**src/rtl/vga_sync_decoder.sv**
```systemverilog
// rtl/vga_sync_decoder.sv - VGA receive-side sync decoder with lock tracking; optional per-frame CRC via VGA_DEC_CRC_EN
module vga_sync_decoder #(
  parameter int H_TOTAL  = 800,
  parameter int H_START  = 144,
  parameter int H_ACTIVE = 640,
  parameter int V_TOTAL  = 525,
  parameter int V_START  = 35,
  parameter int V_ACTIVE = 480
) (
  input  logic        clk,
  input  logic        rst,
  input  logic        pix_en,
  input  logic        hsync,
  input  logic        vsync,
  input  logic [11:0] rgb_in,
  output logic [9:0]  x_out,
  output logic [9:0]  y_out,
  output logic        de_out,
  output logic [11:0] rgb_out,
  output logic        frame_start,
  output logic        locked,
  output logic        err,
  output logic [9:0]  line_len
`ifdef VGA_DEC_CRC_EN
  ,
  output logic [15:0] frame_crc,
  output logic        crc_valid
`endif
);

  localparam logic [10:0] H_TOTAL_W = 11'(H_TOTAL);
  localparam logic [10:0] V_TOTAL_W = 11'(V_TOTAL);
  localparam logic [9:0]  H_LO      = 10'(H_START);
  localparam logic [9:0]  H_HI      = 10'(H_START + H_ACTIVE);
  localparam logic [9:0]  V_LO      = 10'(V_START);
  localparam logic [9:0]  V_HI      = 10'(V_START + V_ACTIVE);
  localparam logic [9:0]  POS_MAX   = 10'h3FF;

  typedef enum logic [1:0] {SEARCH, ACQUIRE, LOCKED} state_t;

  state_t      state, state_next;
  logic        s1_hs, s1_vs, s2_hs, s2_vs;
  logic [11:0] s1_rgb, s2_rgb;
  logic [9:0]  h_pos, v_pos;
  logic        vpend;
  logic        h_fall, v_fall, fs_evt;
  logic        line_bad_evt, frame_bad_evt;
  logic        active, err_next;
  logic [10:0] len_next, frame_len_next;

  assign h_fall         = s2_hs & ~s1_hs;
  assign v_fall         = s2_vs & ~s1_vs;
  assign fs_evt         = pix_en & h_fall & (vpend | v_fall);
  assign len_next       = {1'b0, h_pos} + 11'd1;
  assign frame_len_next = {1'b0, v_pos} + 11'd1;

  // Reaching saturation is flagged immediately so a dead hsync still drops lock.
  assign line_bad_evt  = pix_en & ((h_fall & (len_next != H_TOTAL_W)) |
                                   (~h_fall & (h_pos == POS_MAX - 10'd1)));
  assign frame_bad_evt = fs_evt & (frame_len_next != V_TOTAL_W);

  assign active = (h_pos >= H_LO) && (h_pos < H_HI) && (v_pos >= V_LO) && (v_pos < V_HI);

  always_ff @(posedge clk) begin
    if (rst) state <= SEARCH;
    else     state <= state_next;
  end

  always_comb begin
    state_next = state;
    case (state)
      SEARCH:  if (fs_evt) state_next = ACQUIRE;
      ACQUIRE: begin
        if (line_bad_evt || frame_bad_evt) state_next = SEARCH;
        else if (fs_evt)                   state_next = LOCKED;
      end
      LOCKED:  if (line_bad_evt || frame_bad_evt) state_next = SEARCH;
      default: state_next = SEARCH;
    endcase
  end

  always_comb begin
    locked   = (state == LOCKED);
    err_next = (state == LOCKED) && (state_next == SEARCH);
  end

  always_ff @(posedge clk) begin
    if (rst) begin
      s1_hs       <= 1'b1;
      s1_vs       <= 1'b1;
      s2_hs       <= 1'b1;
      s2_vs       <= 1'b1;
      s1_rgb      <= '0;
      s2_rgb      <= '0;
      h_pos       <= '0;
      v_pos       <= '0;
      vpend       <= 1'b0;
      line_len    <= '0;
      frame_start <= 1'b0;
      err         <= 1'b0;
      x_out       <= '0;
      y_out       <= '0;
      de_out      <= 1'b0;
      rgb_out     <= '0;
    end else begin
      frame_start <= 1'b0;
      err         <= err_next;
      if (pix_en) begin
        s1_hs  <= hsync;
        s1_vs  <= vsync;
        s1_rgb <= rgb_in;
        s2_hs  <= s1_hs;
        s2_vs  <= s1_vs;
        s2_rgb <= s1_rgb;
        if (h_fall) begin
          h_pos    <= '0;
          line_len <= len_next[9:0];
          // A vsync edge coincident with hsync is consumed on this same line start.
          if (vpend || v_fall) begin
            v_pos       <= '0;
            vpend       <= 1'b0;
            frame_start <= 1'b1;
          end else if (v_pos != POS_MAX) begin
            v_pos <= v_pos + 10'd1;
          end
        end else begin
          if (h_pos != POS_MAX) h_pos <= h_pos + 10'd1;
          if (v_fall) vpend <= 1'b1;
        end
        rgb_out <= s2_rgb;
        de_out  <= locked & active;
        if (active) begin
          x_out <= h_pos - H_LO;
          y_out <= v_pos - V_LO;
        end
      end
    end
  end

`ifdef VGA_DEC_CRC_EN
  logic [15:0] crc_acc;

  function automatic logic [15:0] crc_step(input logic [15:0] c, input logic [11:0] d);
    logic [15:0] r;
    logic [15:0] w;
    r = c;
    w = {4'b0000, d};
    for (int i = 15; i >= 0; i--) begin
      if (r[15] ^ w[i]) r = {r[14:0], 1'b0} ^ 16'h1021;
      else              r = {r[14:0], 1'b0};
    end
    return r;
  endfunction

  always_ff @(posedge clk) begin
    if (rst) begin
      crc_acc   <= 16'hFFFF;
      frame_crc <= '0;
      crc_valid <= 1'b0;
    end else begin
      crc_valid <= 1'b0;
      if (fs_evt) begin
        frame_crc <= crc_acc;
        crc_valid <= 1'b1;
        crc_acc   <= 16'hFFFF;
      end else if (pix_en && locked && active) begin
        crc_acc <= crc_step(crc_acc, s2_rgb);
      end
    end
  end
`endif

endmodule

```
**config.mk**
```make
export PLATFORM = sky130hd
export DESIGN_NAME = vga_sync_decoder
export DESIGN_NICKNAME = d
export VERILOG_FILES = /design/src/rtl/vga_sync_decoder.sv
export SDC_FILE = /design/constraint.sdc
export NUM_CORES = 1
export LEC_CHECK = 0
export BUFFER_PORTS_ARGS = -buffer_cell sky130_fd_sc_hd__buf_2
export CORE_ASPECT_RATIO = 0.5
export CORE_MARGIN = 2
export CORE_UTILIZATION = 35
export DETAILED_ROUTE_END_ITERATION = 12
export HOLD_SLACK_MARGIN = 0.05
export PLACE_DENSITY_LB_ADDON = 0.1
export SETUP_SLACK_MARGIN = 0.2
export SYNTH_ARGS = -nofsm -noshare
export SYNTH_HDL_FRONTEND = slang
export SYNTH_SLANG_ARGS = --single-unit
```
**constraint.sdc**
```tcl
create_clock -name clk -period 4.17 [get_ports clk]
set_clock_uncertainty 0.05 [all_clocks]
set_input_delay 0.2085 -clock clk [delete_from_list [all_inputs] [get_ports clk]]
set_output_delay 0.2085 -clock clk [all_outputs]
set_load 0.02 [all_outputs]
```
==> results of run 1 <==
-- where the power goes --
| part | leakage (uW) | switching [uW] | internal [uW] |
|---|---|---|---|
| clock network | 0.000136 | 388 | 418 |
| logic | 0.00127 | 75.7 | 53.2 |
| registers | 0.000779 | 16.6 | 939 |
-- area by class of cell --
type                       instances  area (um2)  area share, %
multi-input combinational        340        2320           44.2
sequential                        96        1920           36.6
timing repair buffer              78         465           8.87
clock buffer                       9         225           4.29
tap                              170         213           4.05
clock inverter                     7        63.8           1.22
inverter                          11        41.3          0.786
-- worst max-delay path, stage by stage (launching register included) --
cell and delay, ns:
dfxtp_1 0.48, ha_1 0.51, o41ai_4 0.14, a21oi_1 0.19
o2111a_2 0.78, mux2i_1 0.26, nor2_1 0.05
-- registers in the layout, summed over array words and instances (netlist names), 2 cells and up --
name      flops
v_pos        10
y_out        10
line_len     10
rgb_out      12
s2_rgb       12
s1_rgb       12
x_out        10
h_pos        10
state         2
-- cell families after synthesis --
kind of cell    synth area share, %
compound gates                 15.0
xor+xnor                       3.71
fa+ha+maj                      2.23
buf+inv                        5.41
flops                          42.9
mux                            11.6
simple gates                   19.2
-- layer usage --
layer	part of all wire (%)	GRT usage (%)
met5	0	0
met4	1.2	4.70
met3	6.1	5.96
met2	43	22.1
met1	50	20.9
-- layout by cell type, fill, tap and decap left out, types with 3 or more instances in the layout --
master,instances
nand2b_1,5
o22ai_1,4
a21oi_1,18
and4_1,3
o21ai_0,5
dlygate4sd3_1,14
a211oi_2,7
buf_2,62
nor2b_1,6
xor2_1,8
nand4_1,7
nand3_1,10
and2_1,3
mux2i_1,52
ha_1,8
a22oi_1,3
clkbuf_16,9
xnor2_1,11
nand2_1,26
inv_1,10
dfxtp_1,96
a311oi_1,8
nor3_1,11
and3_1,4
a21o_1,3
a31oi_1,3
nor2_1,82
a211oi_1,8
-- final timing paths --
check                   startpoint                    end  cells past startpoint
min reg2reg    state[1]$_SDFF_PP0_    state[0]$_SDFF_PP0_                      1
max          v_pos[0]$_SDFFE_PP0P_  x_out[1]$_SDFFE_PP0P_                      6
max reg2reg  v_pos[0]$_SDFFE_PP0P_  x_out[1]$_SDFFE_PP0P_                      6
min                         pix_en     s2_hs$_SDFFE_PP1P_                      3
-- through the flow --
step | setup slack [ns] | util [%] | cell area [um2] | hold WS, ns | std cells
floorplan | 2.10 | - | 4480 | 0.287 | 488
global placement | 1.66 | 38.3 | 4820 | 0.383 | 681
detailed placement | 1.58 | 38.3 | 4820 | 0.383 | 681
CTS | 1.57 | 41.7 | 5250 | 0.113 | 711
global route | 1.28 | 41.7 | 5250 | 0.154 | 711
finish | 1.56 | 41.7 | 5250 | 0.121 | 711
==> results.py, run 1 <==
metrics = {
    "status": {
        "status": "complete, no violations",
    },
    "cells_and_area": {
        "layout-drive-gt1-share_pct": 18.3,
        "nFillCells": 1282,
        "nNetsFinal": 561,
        "syn2layout_area_growth_pct": 17.1,
        "antenna-diode-count": 0,
    },
    "critical_path": {
        "required_ns": 4.32,
        "critPathArrivalTime_ns": 2.77,
        "setup.worst_path.class": "flip-flop to flip-flop",
        "r2r_slack_ns": 1.56,
        "start_kind": "flip-flop",
        "end_kind": "flip-flop",
        "worst-path-max-fanout": 31,
    },
    "cts": {
        "cts_setup_buffers": 0,
        "cts.hold.buffers_added": 14,
        "cts_max_path_buffers": 2,
        "path_clk_slew_ns": 0.07,
        "cts_inserted_buffers": 9,
        "cts_resized": 0,
        "cts.sinks": 96,
        "htreeDepth": 3,
        "worstSkewPairLatency_ns": 0.35,
        "cts-root-buf": "clkbuf_16",
        "cts_tree": "built",
    },
    "global_routing": {
        "grt-ovfl-total": 0,
        "antenna_found_initial": 0,
        "grt_max_degree": 53,
        "grt_usage_pct": 15.3,
        "grt_pass1_vias": 3171,
        "grt_pass1_wl_mm": 16.6,
    },
    "sta": {
        "setup_viol": 0,
        "relSlewSlack_pct": 43.5,
        "fin_tns_setup_ns": 0,
        "worst_slew_pin_slew_ns": 0.848,
        "fmaxAchievable_mhz": 383,
        "fin_crit_ns": 2.61,
        "slew_violations": 0,
        "rsz0062_at_grt": "no",
        "report.final.hold_viol_count": 0,
        "post-route-period-util_pct": 62.7,
    },
    "yosys": {
        "synth_area_leader_cell": "dfxtp_1",
        "synth-seq-cells": 96,
        "syn_area_per_cell_um2": 9.19,
        "synth_edf_count": 0,
        "yosys_warnings": 0,
        "yosysUniqueCellTypes": 65,
        "syn_nets": 513,
        "synthDominantCellAreaShare_pct": 42.9,
        "yosysMostFrequentCell": "dfxtp_1",
        "synthFlopType": "dfxtp_1",
        "syn-instance-count": 488,
        "synth_seq_area_share_pct": 42.9,
        "yosys-top-cells-count": "dfxtp_1 (96), nor2_1 (82), mux2i_1 (52), nand2_1 (26)",
        "ys_top_cells_by_area": "dfxtp_1 (43%), mux2i_1 (12%), nor2_1 (6.9%)",
        "syn_area_mm2": 0.00448,
        "async_flop_share_pct": 0,
    },
    "floorplan": {
        "initial_core_util_pct": 35.6,
        "core_mm2": 0.0126,
        "die_area_mm2": 0.0138,
        "die_width_um": 164,
        "num_rows": 29,
        "dieHeight_um": 84.0,
        "io_pins": 63,
    },
    "placement": {
        "place.gp.congestion": 0.807,
        "port_buffers": 62,
        "dp_hpwl_mm": 6.51,
    },
    "routing": {
        "postRouteAntennaNets": 0,
        "drtIter0Drc": 195,
        "dr.pass1.iters": 4,
        "wire_per_inst_um": 14.0,
        "wl_mm": 9.95,
        "drc": 0,
        "dr_total_vias": 3543,
        "viasPerCell": 4.98,
    },
    "power": {
        "leakage_uw": 0.00219,
        "power_uw": 1890,
        "ir_drop_uv": 161,
        "power.density_mw_per_mm2": 360,
    },
    "run": {
        "cap_violations": 0,
    },
    "min_path": {
        "hold_path_class": "primary input to flip-flop",
    },
}
No activity file was read; power rests on OpenSTA's default activity.
==> inputs of run 2 (changes only) <==
==> constraint.sdc (replaced) <==
create_clock -name clk -period 2.55 [get_ports clk]
set_clock_uncertainty 0.05 [all_clocks]
set_input_delay 0.1275 -clock clk [delete_from_list [all_inputs] [get_ports clk]]
set_output_delay 0.1275 -clock clk [all_outputs]
set_load 0.02 [all_outputs]
==> results.py, run 2 (synthesis gave the netlist of run 1 again) <==
metrics = {
    "cells_and_area": {
        "finalNonFillerCells": 727,
        "syn2layout_area_growth_pct": 20.2,
        "mostFrequentLayoutCells": "dfxtp_1 (96), nor2_1 (82), buf_2 (62)",
        "seq_area_mm2": 0.00192,
        "nFillCells": 1277,
        "multi_input_comb_area_mm2": 0.00233,
        "final_common_cell": "dfxtp_1",
        "post-route-util_pct": 42.8,
        "antenna-diode-count": 0,
        "layout-drive-gt1-share_pct": 20.6,
        "reg.largest.list": "rgb_out (12), s1_rgb (12), s2_rgb (12)",
        "nNetsFinal": 577,
    },
    "critical_path": {
        "setup.worst_path.class": "flip-flop to flip-flop",
        "start_kind": "flip-flop",
        "required_ns": 2.72,
        "endpoint": "y_out[6]$_SDFFE_PP0P_",
        "worst-path-max-fanout": 13,
        "r2r-end": "y_out[6]$_SDFFE_PP0P_",
        "critPathArrivalTime_ns": 2.37,
        "r2r_cells": 8,
        "r2r_slack_ns": 0.35,
        "timing.rr.start": "v_pos[1]$_SDFFE_PP0P_",
        "end_kind": "flip-flop",
        "critPathLaunch": "v_pos[1]$_SDFFE_PP0P_",
    },
    "routing": {
        "wl_mm": 10.4,
        "wire_per_inst_um": 14.3,
        "drc": 0,
        "postRouteAntennaNets": 0,
        "dr_total_vias": 3576,
        "dr.pass1.iters": 5,
        "drtIter0Drc": 161,
        "viasPerCell": 4.92,
    },
    "power": {
        "ir_drop_uv": 282,
        "power.density_mw_per_mm2": 574,
        "power_uw": 3090,
        "leakage_uw": 0.00229,
    },
    "floorplan": {
        "num_rows": 29,
        "die_area_mm2": 0.0138,
        "io_pins": 63,
        "dieHeight_um": 84.0,
        "initial_core_util_pct": 35.6,
        "core_mm2": 0.0126,
        "die_width_um": 164,
    },
    "sta": {
        "report.final.hold_viol_count": 0,
        "rsz0062_at_grt": "no",
        "worst_slew_pin_slew_ns": 0.693,
        "slew_violations": 0,
        "setup_viol": 0,
        "post-route-period-util_pct": 86.2,
        "fin_crit_ns": 2.20,
        "fin_hold_ws_ns": 0.152,
        "fmaxAchievable_mhz": 455,
        "fin_tns_setup_ns": 0,
        "relSlewSlack_pct": 53.8,
    },
    "global_routing": {
        "antenna_found_initial": 0,
        "grt_pass1_wl_mm": 17.0,
        "grt_usage_pct": 15.6,
        "grt_pass1_vias": 3322,
        "grt_max_degree": 69,
        "grt-ovfl-total": 0,
    },
    "placement": {
        "place.gp.congestion": 0.803,
        "dp_hpwl_mm": 7.04,
        "port_buffers": 62,
        "dp_cells": 697,
    },
    "cts": {
        "cts_tree": "built",
        "cts_inserted_buffers": 9,
        "path_clk_slew_ns": 0.07,
        "cts-root-buf": "clkbuf_16",
        "worstSkewPairLatency_ns": 0.35,
        "cts.sinks": 96,
        "cts_setup_buffers": 0,
        "cts_max_path_buffers": 2,
        "htreeDepth": 3,
    },
    "run": {
        "cap_violations": 0,
    },
    "min_path": {
        "hold_path_class": "primary input to flip-flop",
    },
    "status": {
        "status": "complete, no violations",
    },
}
-- run 2: power by group --
group | total (uW) | internal, uW | switching [uW]
combinational | 225 | 94.3 | 131
sequential | 1560 | 1540 | 22.7
clock | 1310 | 684 | 625
total | 3090 | 2310 | 778
-- run 2: routing by layer --
| layer | vias to the layer above | wire, um | global-route usage [%] |
|---|---|---|---|
| met4 | 0 | 111 | 4.78 |
| met5 | - | 0 | 0 |
| met1 | 1653 | 5320 | 21.7 |
| met3 | 11 | 577 | 5.12 |
| met2 | 66 | 4360 | 22.8 |
| li1 | 1846 | - | - |
-- run 2: worst min-delay path by stage --
stage	from	end	slack, ns	depth (start not counted)
floorplan	vsync	s1_vs$_SDFFE_PP1P_	0.21	2
global placement	vsync	s1_vs$_SDFFE_PP1P_	0.29	3
detailed placement	hsync	s1_hs$_SDFFE_PP1P_	0.30	3
CTS	rst	x_out[2]$_SDFFE_PP0P_	0.15	2
global route	rst	x_out[3]$_SDFFE_PP0P_	0.17	2
finish	rst	x_out[3]$_SDFFE_PP0P_	0.15	2
-- run 2: repair_timing --
| item | in CTS | in global routing |
|---|---|---|
| hold buffers | 14 | 0 |
| resized for setup | 0 | 1 |
| hold endpoints to repair | 14 | 0 |
| setup endpoints to repair | 0 | 2 |
-- run 2: per-stage QoR --
| step | area [um2] | worst slack [ns] |
|---|---|---|
| 6_report | 5390 | 0.352 |
| 5_1_grt | 5390 | 0.207 |
| 4_1_cts | 5380 | 0.354 |
| 3_5_place_dp | 4950 | 0.388 |
| 3_3_place_gp | 4950 | 0.412 |
| 2_1_floorplan | 4480 | 0.477 |
-- run 2: final cells by class --
type	count	area share [%]
Clock buffer	9	4.18
Multi-Input combinational cell	340	43.2
Timing Repair Buffer	94	11.1
Inverter	11	0.766
Tap cell	170	3.95
Clock inverter	7	1.18
Sequential cell	96	35.7
-- run 2: critical path: stages, from the launching register on --
cell and delay (ns):
dfxtp_1 0.37, ha_1 0.29, buf_4 0.20, o41ai_4 0.32, a21oi_1 0.13, o2111a_2 0.28, buf_4 0.20, mux2i_1 0.19
nor2_1 0.05
